File: src/rtl/code_detector_pkg.sv
// Shared types for the four-colour combination-lock detector: FSM states,
// colour encodings ({Red,Green,Blue}) and the per-step compare result.
package code_detector_pkg;

    typedef enum logic [2:0] {
        ST_WAIT   = 3'd0,
        ST_ARMED  = 3'd1,
        ST_C1     = 3'd2,
        ST_C2     = 3'd3,
        ST_C3     = 3'd4,
        ST_UNLOCK = 3'd5,
        ST_ERROR  = 3'd6
    } state_t;

    typedef enum logic [1:0] {
        STEP_IDLE  = 2'd0,
        STEP_MATCH = 2'd1,
        STEP_MISS  = 2'd2
    } step_t;

    localparam logic [2:0] COL_RED   = 3'b100;
    localparam logic [2:0] COL_GREEN = 3'b010;
    localparam logic [2:0] COL_BLUE  = 3'b001;
    localparam logic [2:0] COL_NONE  = 3'b000;

endpackage

File: src/rtl/code_step_cmp.sv
// Classifies one sampled colour against the expected code colour for the
// current step: idle (no button), match (exact), or mismatch.
module code_step_cmp
    import code_detector_pkg::*;
(
    input  logic [2:0] col,
    input  logic [2:0] code,
    output step_t      result
);

    // Idle wins over match so a 000 code step can never advance.
    always_comb begin
        result = STEP_MISS;
        if (col == COL_NONE) begin
            result = STEP_IDLE;
        end else if (col == code) begin
            result = STEP_MATCH;
        end
    end

endmodule

File: src/rtl/code_detector.sv
// Four-colour combination-lock detector. Moore FSM armed by a rising edge of
// Start; U is registered and high only in the UNLOCK state.
module code_detector
    import code_detector_pkg::*;
#(
    parameter logic [2:0] CODE1 = 3'b100,
    parameter logic [2:0] CODE2 = 3'b001,
    parameter logic [2:0] CODE3 = 3'b010,
    parameter logic [2:0] CODE4 = 3'b100
) (
    input  logic   Clk,
    input  logic   Rst,
    input  logic   Start,
    input  logic   Red,
    input  logic   Green,
    input  logic   Blue,
    output logic   U,
    output state_t dbg_state
);

    state_t     state;
    logic       start_q;
    logic       start_rise;
    logic [2:0] col;
    logic [2:0] cur_code;
    step_t      step;

    assign col        = {Red, Green, Blue};
    assign start_rise = Start & ~start_q;
    assign dbg_state  = state;

    // One comparator shared by all steps; the state selects the code colour.
    always_comb begin
        cur_code = COL_NONE;
        case (state)
            ST_ARMED: cur_code = CODE1;
            ST_C1:    cur_code = CODE2;
            ST_C2:    cur_code = CODE3;
            ST_C3:    cur_code = CODE4;
            default:  cur_code = COL_NONE;
        endcase
    end

    code_step_cmp u_cmp (
        .col    (col),
        .code   (cur_code),
        .result (step)
    );

    always_ff @(posedge Clk or negedge Rst) begin
        if (!Rst) begin
            state   <= ST_WAIT;
            U       <= 1'b0;
            start_q <= 1'b0;
        end else begin
            start_q <= Start;
            U       <= 1'b0;
            if (!Start) begin
                state <= ST_WAIT;
            end else if (start_rise) begin
                state <= ST_ARMED;
            end else begin
                case (state)
                    ST_WAIT: state <= ST_WAIT;
                    ST_ARMED: begin
                        if (step == STEP_MATCH)     state <= ST_C1;
                        else if (step == STEP_MISS) state <= ST_ERROR;
                    end
                    ST_C1: begin
                        if (step == STEP_MATCH)     state <= ST_C2;
                        else if (step == STEP_MISS) state <= ST_ERROR;
                    end
                    ST_C2: begin
                        if (step == STEP_MATCH)     state <= ST_C3;
                        else if (step == STEP_MISS) state <= ST_ERROR;
                    end
                    ST_C3: begin
                        if (step == STEP_MATCH) begin
                            state <= ST_UNLOCK;
                            U     <= 1'b1;
                        end else if (step == STEP_MISS) begin
                            state <= ST_ERROR;
                        end
                    end
                    ST_UNLOCK: begin
                        state <= ST_UNLOCK;
                        U     <= 1'b1;
                    end
                    ST_ERROR: state <= ST_ERROR;
                    default:  state <= ST_WAIT;
                endcase
            end
        end
    end

endmodule

File: config.mk
export PLATFORM = sky130hd
export DESIGN_NAME = code_detector
export DESIGN_NICKNAME = d
export VERILOG_FILES = /design/src/rtl/code_detector_pkg.sv /design/src/rtl/code_step_cmp.sv /design/src/rtl/code_detector.sv
export SDC_FILE = /design/constraint.sdc
export NUM_CORES = 1
export LEC_CHECK = 0
export ABC_AREA = 1
export BUFFER_PORTS_ARGS = -buffer_cell sky130_fd_sc_hd__buf_4
export CAP_MARGIN = 10
export CORE_AREA = 2 2 39 41
export DETAILED_ROUTE_END_ITERATION = 7
export DIE_AREA = 0 0 41 43
export SLEW_MARGIN = 0
export SYNTH_ARGS = -nofsm -noshare
export SYNTH_HDL_FRONTEND = slang
export SYNTH_HIERARCHICAL = 1
export SYNTH_SLANG_ARGS = --single-unit
File: constraint.sdc
create_clock -name Clk -period 3.8 [get_ports Clk]
set_input_delay 0.19 -clock Clk [delete_from_list [all_inputs] [get_ports Clk]]
set_output_delay 0.19 -clock Clk [all_outputs]
set_load 0.01 [all_outputs]
==> summary.md <==
| Metric | Value |
|---|---|
| Sequential power share | `0.398` |
| Final setup violation count | `0` |
| Buf/Inv on CP | `2` |
| Initial antenna violation count | `0` |
| Slew headroom | `0.760` |
| Worst Hold Class | `in2reg` |
| Worst path slowest cell | `dfrtp_1` |
| Share of cells above drive strength 1 | `0.225` |
| Worst setup EP type | `flip-flop` |
| Place WS | `1.78 ns` |
| Fillers | `156` |
| Post-route setup slack | `1.75 ns` |
| Cell taking the most area after synthesis | `dfrtp_1` |
| Slew @ Worst Pin | `0.357 ns` |
| Maximum vdd ir drop | `0.000136 V` |
| First-pass GRT wire length | `1390 microns` |
| Arrival @ worst endpoint | `2.22 ns` |
| P per Cell Area | `278 nW/um^2` |
| CTS root buffer | `clkbuf_4` |
| Worst Setup Path Type | `reg2reg` |
| Vias in the first global route | `387` |
| Latest clock arrival within the worst-skew pair | `0.23 ns` |
| Max Cap Viol | `0` |
| Mapped cell area | `408 sq um` |
| CP startpoint kind | `flip-flop` |
| Fraction of the cycle the final worst path needs | `0.540` |
| Max-slew violations | `0` |
| DIE AREA | `1760 sq um` |
| Psw | `0.0383 mW` |
| ANT nets after route | `0` |
| Crit-path leading delay family | `simple AND/OR/NAND/NOR gates` |
| Overflow after GRT | `0` |
| 1st-pass router iterations | `4` |
| Port-buffer cells | `9` |
| Unique masters post-synth | `14` |
| Synthesis warning total | `6` |
| Nets | `87` |
| Core area | `1380 sq um` |
| Num CTS Buffers | `3` |
| Clock transition at path regs | `0.04 ns` |
| Post-layout util | `0.376` |
| Residual DRC count | `0` |
| Starting Density | `0.295` |
| DR vias | `443` |
| Area contributors post-synth | `dfrtp_1, nand2_1, nand3_1` |
| Final WL | `885 microns` |
| Final Hold Vio Count | `0` |
| Slowest stage delay, CP | `0.50 ns` |
| Ports | `10` |
| Buffers from clock root to sink, at most | `2` |
| Yosys reg bits | `5` |
| CTS sink cnt | `5` |
| GP Congestion | `0.803` |
| Sw frac | `0.265` |
| DR WL/cell | `9.22 microns` |
| Sequential-to-total area share from yosys stat | `0.307` |
| N_diodes | `0` |
| Min Tclk post-route | `2.05 ns` |
| Clock network power share | `0.412` |
| Setup TNS | `0 ns` |
| Clk_skew | `0.0000759 ns` |
| Power share of the combinational group | `0.190` |
| Post-synth top area share | `0.307` |
| Die span in x | `41 microns` |
| CTS H-tree lvls | `1` |
| Commonest non-fill, non-tap cell in the layout | `nand2_1` |
| Highest clock rate | `487 MHz` |
| Status | `complete, no violations` |
| Via/cell ratio | `4.61` |
| Cell count after synthesis | `67` |
| Row cnt | `14` |
| CP max FO | `8` |
| Mean area per synthesized cell | `6.09 sq um` |
| Post-DP HPWL | `740 microns` |
| Worst Path Required | `3.96 ns` |
| Commonest cells after routing, fill and taps aside | `nand2_1, inv_1, buf_4, nand3_1` |
| Number of DRC markers in iteration 0 | `9` |
| Pwr Total | `0.145 mW` |
| Largest net degree at the start of global routing | `11` |
| Syn Nets | `73` |
| P&R area growth vs syn | `27.6%` |
| RSZ-0062 raised after global routing | `no` |
| P_leak | `0.282 nW` |
| CP Cell Sequence | `inv_1 -> nand3_1 -> nand2_1 -> xor2_1 -> nor3_1 -> inv_1 -> nor2_1 -> nor2_1 -> a21oi_1 -> nand2_1 -> a21oi_2` |
| Vert. Die Dim | `43 microns` |
| GRT Overall Usage | `0.119` |
| TritonCTS clock tree | `yes` |
| Int Pwr | `0.106 mW` |
| R2R setup slack | `1.75 ns` |
| Post CTS Setup Buffer Count | `0` |
flip-flops by register name (all words and copies together) (netlist names):
name / flops
U: 1
dbg_state: 3
start_q: 1
worst reg2reg max path: cells and delay by family, from the launching register on:
family | cells | cell delay (ns)
buf+inv | 2 | 0.26
compound gates | 2 | 0.23
flops | 1 | 0.50
simple gates | 6 | 0.80
xor+xnor | 1 | 0.17
cells in the mapped netlist, drive strengths merged:
cell type  instances
buf                1
inv               10
nand2             26
o21ai              2
nor3               4
nand3              7
nor2               7
a21oi              4
xor2               1
dfrtp              5
cell type report:
| cell class | count | area [sq um] | share of cell area |
|---|---|---|---|
| Tap cell | 16 | 20.0 | 0.0385 |
| Clock buffer | 4 | 26.3 | 0.0505 |
| Inverter | 10 | 37.5 | 0.0721 |
| Sequential cell | 5 | 125 | 0.240 |
| Multi-Input combinational cell | 51 | 234 | 0.450 |
| Timing Repair Buffer | 10 | 77.6 | 0.149 |
kinds of logic (layout without fill, tap and decap cells):
kind of cell           count (synthesis)  count (layout)  share of synthesized area
buffers and inverters                 11              24                      0.120
XOR/XNOR                               1               1                     0.0215
AND/OR/NAND/NOR                       44              44                      0.451
AO/OA/AOI/OAI                          6               6                      0.101
flip-flops                             5               5                      0.307
layer usage:
| metal | vias up | global-route usage | share of wire |
|---|---|---|---|
| met3 | 0 | 0.0314 | 0.034 |
| li1 | 237 | - | - |
| met4 | 0 | 0.0800 | 0 |
| met1 | 198 | 0.118 | 0.47 |
| met2 | 8 | 0.200 | 0.49 |
| met5 | - | 0 | 0 |
worst paths after layout:
path | start | endpoint | depth (start not counted)
min in group asynchronous | Rst | dbg_state[0] | 2
max in group asynchronous | Rst | dbg_state[1] | 2
hold reg to reg | start_q | dbg_state[0] | 1
setup / recovery | dbg_state[2] | dbg_state[0] | 11
hold / removal | Start | start_q | 1
setup reg to reg | dbg_state[2] | dbg_state[0] | 11
stage by stage:
step	area, sq um	instances	hold slack, ns
after floorplan	408	67	-0.106
after global placement	484	91	-0.00547
after detailed placement	484	91	-0.00287
after CTS	520	96	0.0825
after global routing	520	96	0.0754
final	520	96	0.0898
power by group through the flow:
stage	clock, mW	sequential, mW	combinational, mW
final	0.0596	0.0576	0.0275
after CTS	0.0626	0.0576	0.0277
after global routing	0.0670	0.0578	0.0309
after detailed placement	0	0.0583	0.0268
after global placement	0	0.0582	0.0264
after floorplan	0	0.0573	0.0185
what timing repair did:
action / in CTS / in global routing
endpoints found under the hold margin: 5 / 0
hold buffers: 1 / 0
resized for setup: 0 / 0
Power figures use the tool's default switching activity.
